==> config.mk <==
export PLATFORM = sky130hd
export DESIGN_NAME = chacha_host
export DESIGN_NICKNAME = d
export VERILOG_FILES = /design/src/rtl/chacha_host.sv
export SDC_FILE = /design/constraint.sdc
export NUM_CORES = 1
export LEC_CHECK = 0
export ABC_AREA = 1
export CAP_MARGIN = 0
export CELL_PAD_IN_SITES_DETAIL_PLACEMENT = 1
export CELL_PAD_IN_SITES_GLOBAL_PLACEMENT = 2
export CORE_ASPECT_RATIO = 0.8
export CORE_MARGIN = 1.5
export CORE_UTILIZATION = 30
export DETAILED_ROUTE_END_ITERATION = 8
export HOLD_SLACK_MARGIN = 0.08
export PLACE_DENSITY_LB_ADDON = 0.2
export SLEW_MARGIN = 20
export SYNTH_ARGS = -nofsm -noshare
export SYNTH_HDL_FRONTEND = slang
export SYNTH_SLANG_ARGS = --single-unit
export TNS_END_PERCENT = 5
==> constraint.sdc <==
create_clock -name clk -period 3.41 [get_ports clk]
set_input_delay 0.341 -clock clk [delete_from_list [all_inputs] [get_ports clk]]
set_output_delay 0.341 -clock clk [all_outputs]
set_load 0.03 [all_outputs]
==> src/rtl/chacha_host.sv <==
// Host-side sequencer for the byte-serial chacha keystream core: loads key/nonce/counter,
// fetches 64-byte keystream blocks and XORs them onto a valid/ready payload stream.
module chacha_host #(
   parameter int RD_LAT = 1
) (
   input  logic       clk,
   input  logic       rst_n,
   input  logic       cfg_valid,
   output logic       cfg_ready,
   input  logic [7:0] cfg_data,
   input  logic       abort,
   input  logic       in_valid,
   output logic       in_ready,
   input  logic [7:0] in_data,
   output logic       out_valid,
   input  logic       out_ready,
   output logic [7:0] out_data,
   output logic       ctr_wrap,
   output logic       core_wr_key,
   output logic       core_wr_nnc,
   output logic       core_wr_ctr,
   output logic       core_hold,
   input  logic       core_blk_ready,
   output logic       core_rd_blk,
   output logic [7:0] core_din,
   input  logic [7:0] core_dout
);
   // state    | meaning
   // S_IDLE   | collecting the 48 config bytes
   // S_WR_KEY | bursting key bytes 0-31 into the core
   // S_WR_NNC | bursting nonce bytes 32-39
   // S_WR_CTR | bursting block counter bytes 40-47
   // S_WAIT   | core released, waiting for blk_ready
   // S_READ   | reading 64 keystream bytes into the local buffer
   // S_STREAM | XORing buffered keystream onto the payload
   typedef enum logic [2:0] {
      S_IDLE, S_WR_KEY, S_WR_NNC, S_WR_CTR, S_WAIT, S_READ, S_STREAM
   } state_t;

   localparam logic [7:0] LAT       = 8'(RD_LAT);
   localparam logic [7:0] READ_LAST = 8'(63 + RD_LAT);

   state_t       state;
   logic [383:0] cfg;
   logic [5:0]   bidx;
   logic [5:0]   bidx_nxt;
   logic [7:0]   cfg_nxt_byte;
   logic [63:0]  ctr_nxt;
   logic [7:0]   rcnt;
   logic [5:0]   cap_idx;
   logic [6:0]   rd_ptr;
   logic [7:0]   kbuf [64];
   logic         stream_ok;

   assign bidx_nxt     = bidx + 6'd1;
   assign cfg_nxt_byte = cfg[{bidx_nxt, 3'b000} +: 8];
   assign ctr_nxt      = cfg[383:320] + 64'd1;
   assign cap_idx      = 6'(rcnt - LAT);

   assign stream_ok = (state == S_STREAM) && !rd_ptr[6];
   assign in_ready  = stream_ok & out_ready;
   assign out_valid = stream_ok & in_valid;
   assign out_data  = in_data ^ kbuf[rd_ptr[5:0]];

   // The byte for read slot i shows up RD_LAT cycles later, so capture lags the slot count.
   always_ff @(posedge clk) begin
      if (rst_n && !abort && state == S_READ && rcnt >= LAT)
         kbuf[cap_idx] <= core_dout;
   end

   always_ff @(posedge clk) begin
      if (!rst_n || abort) begin
         state       <= S_IDLE;
         bidx        <= '0;
         rcnt        <= '0;
         rd_ptr      <= '0;
         cfg_ready   <= 1'b1;
         core_hold   <= 1'b1;
         core_wr_key <= 1'b0;
         core_wr_nnc <= 1'b0;
         core_wr_ctr <= 1'b0;
         core_rd_blk <= 1'b0;
         core_din    <= '0;
         if (!rst_n)
            ctr_wrap <= 1'b0;
      end else begin
         core_wr_key <= 1'b0;
         core_wr_nnc <= 1'b0;
         core_wr_ctr <= 1'b0;
         core_rd_blk <= 1'b0;
         case (state)
            S_IDLE: begin
               if (cfg_valid && cfg_ready) begin
                  cfg[{bidx, 3'b000} +: 8] <= cfg_data;
                  if (bidx == 6'd47) begin
                     state       <= S_WR_KEY;
                     cfg_ready   <= 1'b0;
                     core_wr_key <= 1'b1;
                     core_din    <= cfg[7:0];
                     bidx        <= '0;
                  end else begin
                     bidx <= bidx_nxt;
                  end
               end
            end
            S_WR_KEY, S_WR_NNC: begin
               bidx     <= bidx_nxt;
               core_din <= cfg_nxt_byte;
               if (state == S_WR_KEY && bidx == 6'd31) begin
                  state       <= S_WR_NNC;
                  core_wr_nnc <= 1'b1;
               end else if (state == S_WR_NNC && bidx == 6'd39) begin
                  state       <= S_WR_CTR;
                  core_wr_ctr <= 1'b1;
               end
            end
            S_WR_CTR: begin
               if (bidx == 6'd47) begin
                  state     <= S_WAIT;
                  core_hold <= 1'b0;
               end else begin
                  bidx     <= bidx_nxt;
                  core_din <= cfg_nxt_byte;
               end
            end
            S_WAIT: begin
               if (core_blk_ready) begin
                  state       <= S_READ;
                  core_hold   <= 1'b1;
                  core_rd_blk <= 1'b1;
                  rcnt        <= '0;
               end
            end
            S_READ: begin
               rcnt <= rcnt + 8'd1;
               if (rcnt == READ_LAST) begin
                  state  <= S_STREAM;
                  rd_ptr <= '0;
               end
            end
            S_STREAM: begin
               if (rd_ptr[6]) begin
                  // Block used up: bump the counter and rewrite only the counter field.
                  cfg[383:320] <= ctr_nxt;
                  if (&cfg[383:320])
                     ctr_wrap <= 1'b1;
                  state       <= S_WR_CTR;
                  core_wr_ctr <= 1'b1;
                  core_din    <= ctr_nxt[7:0];
                  bidx        <= 6'd40;
               end else if (in_valid && out_ready) begin
                  rd_ptr <= rd_ptr + 7'd1;
               end
            end
            default: state <= S_IDLE;
         endcase
      end
   end
endmodule
==> results of run 1 <==
## cells in the mapped netlist (2+ instances only)
| library cell | number | area share, % |
|---|---|---|
| a22oi_1 | 2 | 0.034 |
| a211oi_1 | 8 | 0.14 |
| nand2_2 | 10 | 0.14 |
| xnor2_1 | 12 | 0.24 |
| nor3b_1 | 4 | 0.068 |
| nor2_4 | 5 | 0.13 |
| o22ai_1 | 27 | 0.38 |
| clkbuf_1 | 151 | 1.3 |
| buf_4 | 4 | 0.068 |
| xor2_1 | 29 | 0.58 |
| o21ai_1 | 6 | 0.068 |
| o21bai_1 | 6 | 0.10 |
| nor2_1 | 643 | 5.5 |
| nand2_1 | 1319 | 11 |
| nand4_1 | 44 | 0.62 |
| inv_2 | 24 | 0.20 |
| or2_2 | 2 | 0.028 |
| o31ai_1 | 14 | 0.24 |
| nand3_1 | 635 | 7.2 |
| a31oi_1 | 3 | 0.043 |
| nor3_1 | 89 | 1.0 |
| inv_1 | 262 | 2.2 |
| dfxtp_1 | 44 | 2.0 |
| buf_2 | 55 | 0.62 |
| nand3_2 | 2 | 0.045 |
| nor3_2 | 4 | 0.091 |
| clkinv_1 | 11 | 0.094 |
| o21ai_0 | 158 | 1.8 |
| nor2_2 | 10 | 0.14 |
| a21oi_1 | 93 | 1.1 |
| ha_1 | 10 | 0.28 |
| o211ai_1 | 32 | 0.54 |
| nor4_1 | 10 | 0.14 |
| buf_1 | 38 | 0.32 |
| edfxtp_1 | 897 | 61 |
## sequential cells by signal, summed over array words and instances, names as in the netlist, named ones only
signal / count
bidx: 6
core_hold: 1
rd_ptr: 7
rcnt: 8
core_wr_key: 1
cfg: 384
core_rd_blk: 1
core_wr_ctr: 1
core_din: 8
ctr_wrap: 1
cfg_ready: 1
state: 3
kbuf: 512
core_wr_nnc: 1
## routing by layer
| metal | global-route usage, % | vias up | wire (microns) |
|---|---|---|---|
| met5 | 0 | - | 0 |
| met4 | 4.542 | 0 | 3461 |
| met3 | 4.881 | 201 | 14580 |
| met2 | 33.46 | 1242 | 74320 |
| met1 | 38.12 | 18070 | 91090 |
| li1 | - | 16250 | - |
## final cells by class
cell class / instances / area [sq um]
diodes: 4 / 10.01
clock buffers: 119 / 2723
clock inverters: 82 / 696.9
fillers: 16540 / 93480
inverters: 297 / 1146
multi-input cells: 3190 / 14320
flip-flops and latches: 941 / 27830
well taps: 1968 / 2462
repair buffers: 311 / 2932
repair inverters: 1 / 11.26
## power by group
| group | internal [W] | switching, W |
|---|---|---|
| Clock | 0.00643 | 0.00502 |
| Combinational | 0.000215 | 0.000835 |
| Sequential | 0.0126 | 0.0000153 |
| Total | 0.0192 | 0.00587 |
## timing repair
item                                    in CTS  in global routing
hold buffers                                 2                  0
gates resized for setup                     16                 25
gates cloned                                 3                  5
setup buffers                                5                  1
pin swaps                                    1                  2
endpoints found under the setup margin       8                  8
hold endpoints to repair                    18                  0
## stage by stage
step	hold slack (ns)	worst slack, ns	cell area (sq um)	power, W	utilization, %
4_1_cts	0.09302	0.0008520	51900	0.02532	35.64
6_report	0.1202	0.07073	52130	0.02510	35.80
3_3_place_gp	0.4887	0.1257	48240	0.01387	33.13
5_1_grt	0.1002	-0.04020	52120	0.02575	35.79
3_5_place_dp	0.4884	0.1053	48240	0.01387	33.13
2_1_floorplan	0.4399	0.1593	44110	0.01327	-
## kinds of logic after synthesis
logic type,count (synthesis)
adder cells (fa/ha/maj),10
XOR/XNOR,42
buffers and inverters,545
flip-flops,941
AO/OA/AOI/OAI,356
AND/OR/NAND/NOR,2782
## path summary, 6_finish.rpt
path                start          end  cells past startpoint
max                  flop  out_data[2]                     10
min reg2reg     rd_ptr[0]         flop                      2
max reg2reg      cfg[320]     cfg[356]                     10
min          core_dout[5]  kbuf[12][5]                      1
==> impl_summary.md, run 1 <==
Outcome
The flow ran to the end, and the final reports show no timing, DRC or antenna violations.

Timing
Timing would allow up to 299.5 MHz. For the pin with the worst max-slew slack, the measured transition is roughly 1 ns. Setup repair after global routing could not meet its margin everywhere. The final-report setup violation count is 0. Clock skew on the completed layout was measured at 0.03201 ns.

The total count of max-transition violations in the final report is 0. The max-slew headroom at the worst pin is 33.46%. The hold violation total from the final report was 0. Dividing the final minimum period by the clock period gives a little over nine tenths. The worst path needs roughly 3.3 ns of the cycle, external delays included. Adding up every negative setup slack in the final design gives 0 ns.

Logic synthesis
Measured against the total synthesized area, the mux share comes to 0%. After synthesis the netlist holds a flip-flop and latch count of 941. The combinational family with the most area after synthesis is simple AND/OR/NAND/NOR gates. The portion of the post-synthesis area used by sequential elements is 63.07%. During synthesis, Yosys emitted a total of 0 warnings. After synthesis, the share of flip-flops with an asynchronous set or reset is 0%. The mean instance size in the synthesized netlist is 9.432 sq um.

The net count after synthesis is 4717. Synthesis produced a netlist whose cell count is around 4.7k. The leading register cell type out of synthesis is edfxtp_1. The synthesized netlist devotes 0.8510% of its cell area to XOR and XNOR gates. The synthesized netlist devotes under 10% of its cell area to compound gates. The area share of and/or/nand/nor cells after synthesis is 26.43%. The count of flip-flops with a built-in enable after synthesis is 897.

The post-synthesis cell area is 44110 sq um. Of the total synthesized cell area, the portion taken by full adders, half adders and majority gates is 0.2837%. The unique cell type count in the Yosys netlist is 48.

Global route
The first-pass GRT wire length is 260500 microns. Entering global routing, the biggest net connects 149 pins. The number of global-route vias before repair came to 35.21k. Global routing used 24.08% of the available tracks.

The total overflow left after global routing is 0. The initial antenna violation count is 6.

Floorplan
The horizontal die dimension is 431.7 microns. Pin placement for this block handled 56 I/O pins. Once the floorplan was initialized, standard cells occupied 30.29% of the core. The die is 346.0 microns tall.

The core region is 145600 sq um. The floorplan has 125 rows. The die outline area is 149300 sq um.

Layout
Leaving out fill and tap cells, the most frequent cell in the layout is nand2_1. The total number of nets in the final design is 4889. The count of placed standard cells in the final layout, fillers left out is approximately 6.9k. The area growth from synthesis to final layout is 18.19%.

The library cells used most frequently in the layout, excluding fill and tap cells, are nand2_1, edfxtp_1, nor2_1, nand3_1, inv_1. The share of layout cells above drive strength 1 is between 10% and 20%.

Drt
The ratio of routed vias to standard cells is 5.173. After detailed routing, the number of remaining DRC violations is 0. The first detailed-routing pass took 5 iterations. The DRC marker count from the first detailed-route iteration is between 4k and 5k. The number of antenna-violating nets in the routed design is 0.

After detailed routing, the average wire length per cell comes to ~27 microns. The routed design has 183400 microns of wire. Across all layers, the routed design uses 35.76k vias.

Critical path
The kind of capture point of the worst setup path is an output pin. Across all register-to-register paths, the minimum setup slack is 0.25 ns. The maximum fanout encountered on the critical timing path is 28. The cell repeated most along the worst path is nand2_1.

The class of the most critical setup path is reg -> out. Grouping stages by cell kind, the critical path spends the most delay in buffers and inverters. The biggest cell delay along the critical path is 0.60 ns. Traced cell by cell, the critical path runs through clkinv_1 > buf_12 > nand2_1 > nand2_1 > o211ai_1 > buf_4 > nand2_1 > nand2_1 > nand2_1 > buf_4.

The slowest stage of the critical path belongs to the cell dfxtp_1. For the worst setup path, the data required time is 3.07 ns. The number of buffers and inverters on the critical path is 4.

The worst setup path is launched from a flop. Data arrives at the worst endpoint at about 3.0 ns.

Power and ir drop
The worst-case IR drop observed on VDD is 0.4146 mV. The leakage power summed over all cells is around 19 nW. For this design the ratio of total power to cell area is between 400 and 500 nW/um^2.

Clock network
The clock slew at the register clock pins of the worst setup and hold paths is 0.06 ns. The clock tree buffer depth is 3. The number of clock sinks is 941. The clock tree synthesis step divided the H-tree into 3 levels. The clock tree from TritonCTS is yes. Clock tree synthesis inserted a total of 106 buffers.

The clock insertion delay at the later pin of the skew report is 0.74 ns. The root cell of the clock tree is clkbuf_16.

Min path
The worst hold path class is in -> reg.

Placement
The number of buffers added on ports is 55. The half-perimeter wire length of the detailed placement result is between 100000 and 150000 microns. The number of placed instances, taps included is 6692.

The routability congestion estimate is 0.8947.

Job
The reported max-cap violation count is 0.
Power figures use the tool's default switching activity.
==> run 2, diff against run 1 <==
- CORE_UTILIZATION: 30 -> 25
==> impl_summary.md, run 2 (synthesis gave the netlist of run 1 again) <==
Critical path
The worst setup path is launched from a flop. The worst register-to-register path begins at rcnt[1]. The maximum fanout encountered on the critical timing path is just under 50. The worst path arrival time is 3.12 ns. The class of the most critical setup path is reg -> out. The kind of capture point of the worst setup path is an output pin. The data required time at the worst endpoint is just over 3 ns.

Layout
The largest registers in the layout are kbuf x512, cfg x384. The flip-flop count of the largest register after layout is 512. Cells fill 30.48% of the core in the end. The most frequent standard cell in the layout excluding fill and tap cells is nand2_1. With fillers left out, the area of the finished cells amounts to 53280 sq um. In the layout the commonest cells are nand2_1, edfxtp_1, nor2_1, nand3_1, buf_4.

The total number of nets in the final design is 4939. From synthesis to final layout, the design area changed by 20.81%. The final antenna diode count is 0. Cells with a size suffix above 1 make up 11.74% of the layout. Counting flops per register, the top entry is kbuf.

After filler insertion, the fill cell instance count of the layout stands at just under 20k.

Job
The reported max-cap violation count is 0.

Timing
The hold violation total from the final report is 0. The time the worst path needs with I/O delays and setup is 3.459 ns. The final-report setup violation count is 2. The worst hold slack after final layout is 0.1233 ns. The period utilization is 101.4%. The total count of max-transition violations in the final report is 0. Timing would allow up to a little under 300 MHz. The final setup slack of the worst path is -0.04866 ns. The clock arrives with about 0.045 ns of skew. The setup TNS after final layout is -0.06256 ns. The worst pin sits at a relative slew slack of 33.55%. For the pin with the worst max-slew slack, the measured transition is ~1.0 ns. Setup repair after global routing could not meet its margin everywhere.

Global route
The number of global-route vias before repair came to 35.22k. The initial antenna violation count came to 9. The first-pass GRT wire length is roughly 280000 microns.

The overall global routing resource usage is between 20% and 30%. The largest net degree at the start of global routing is 76. The total global routing overflow is 0.

Power and ir drop
The leakage power summed over all cells is 19.24 nW. IR analysis of the VDD net gives a maximum drop of 0.4212 mV. Power spread over the standard cell area amounts to 493.5 nW/um^2.

Clock network
The clock slew at the register clock pins of the worst setup and hold paths is 0.07 ns. The clock tree from TritonCTS is yes. The number of clock buffers inserted by TritonCTS is 108.

The clock insertion delay at the later pin of the skew report is around 0.77 ns. In this run the number of H-tree levels came out at 3. The number of clock sinks is 941. CTS placed an instance of clkbuf_16 at the clock tree root.

The clock tree buffer depth is 3.

Drt
Summed over all layers, the routed wires come to 198400 microns. In this run the remaining antenna-violating nets after routing total 0. After detailed routing, the number of remaining DRC violations is 0. The detailed router finished its first iteration with about 3.9k violations. The length of the first detailed-routing pass in iterations is 6. The ratio of routed vias to standard cells is 4.963. The average detailed-routed wire length per instance is 27.23 microns. The final route contains roughly 36k vias.

Placement
The placement-stage cell area is between 40000 and 50000 sq um. Once detailed placement completed, the half-perimeter wirelength came to approximately 140000 microns. Routability-driven placement finished with a final weighted congestion of 0.8982. Buffers placed on the I/O ports in this run total between 50 and 60.

Floorplan
The die outline area is 179000 sq um. 56 I/O pins were placed. Once the floorplan was initialized, standard cells occupied 25.23% of the core. In this run the core area contains 137 standard-cell rows.

The horizontal die dimension is 472.6 microns. The floorplan step defined a core boundary enclosing 174800 sq um. The floorplan step set the die height to 378.7 microns.

Outcome
The final reports fail on negative setup slack. The flow ran to the end, but the final reports show violations.

Min path
The startpoint of the tightest hold check path is core_dout[4]. The worst hold path class is in -> reg.
==> run 2: cell types whose count changed in the layout (fill, tap and decap cells not counted), sizes merged <==
cell         previous run  this run
inv                   292       293
diode                   4         0
clkbuf                124       144
clkinvlp                5         7
dlygate4sd3             2         1
clkinv                 74        45
bufinv                  9        17
buf                   264       313
bufbuf                  1         3
==> run 2: repair_timing <==
item	CTS	global route
hold endpoints to repair	8	0
pin swaps	2	2
hold buffers	1	0
gates resized for setup	31	29
setup buffers	4	1
endpoints found under the setup margin	8	22
gates cloned	4	4
==> run 2: critical path: stages (launching register included) <==
cell	delay, ns
dfxtp_4	0.42
inv_16	0.22
buf_8	0.24
nand2_1	0.07
nand3_1	0.08
nand3_1	0.26
a21oi_1	0.38
o211ai_1	0.12
buf_4	0.18
nand2_1	0.05
nand2_1	0.06
nand2_1	0.06
buf_4	0.15
==> run 2: layer usage <==
metal | vias to the layer above | global-route usage, % | wire length (microns)
met2 | 1104 | 29.47 | 78020
met3 | 177 | 3.578 | 12410
met5 | - | 0 | 41
met1 | 18540 | 35.60 | 104800
li1 | 16330 | - | -
met4 | 6 | 3.707 | 3055
==> run 2: where the power goes <==
| part | switching, W | internal, W | leakage [nW] |
|---|---|---|---|
| Sequential | 0.0000130 | 0.0126 | 9.15 |
| Combinational | 0.000919 | 0.000223 | 8.28 |
| Clock | 0.00525 | 0.00731 | 1.81 |
| Total | 0.00619 | 0.0201 | 19.2 |
==> run 2: final timing paths <==
| path | end | slack [ns] | cells past startpoint |
|---|---|---|---|
| hold / removal | kbuf[28][4] | 0.12 | 1 |
| hold reg to reg | rcnt[6] | 0.51 | 2 |
| setup reg to reg | kbuf[43][4] | 0.14 | 9 |
| setup / recovery | out_data[3] | -0.05 | 12 |
==> run 2: layout make-up <==
cell class	instances	area, sq um	area share, %
flip-flops and latches	941	27830	52.23
multi-input cells	3190	14310	26.85
repair buffers	360	3364	6.314
clock buffers	140	2883	5.410
well taps	2293	2869	5.384
inverters	297	1145	2.149
clock inverters	65	888.4	1.667
==> run 2: per-stage QoR <==
stage               power (W)  setup slack [ns]  std cells
floorplan             0.01327            0.1593       4676
global placement      0.01397           -0.1918       7067
CTS                   0.02654          -0.02463       7281
detailed placement    0.01397           -0.2253       7067
finish                0.02630          -0.04866       7286
global route          0.02698           -0.1399       7286
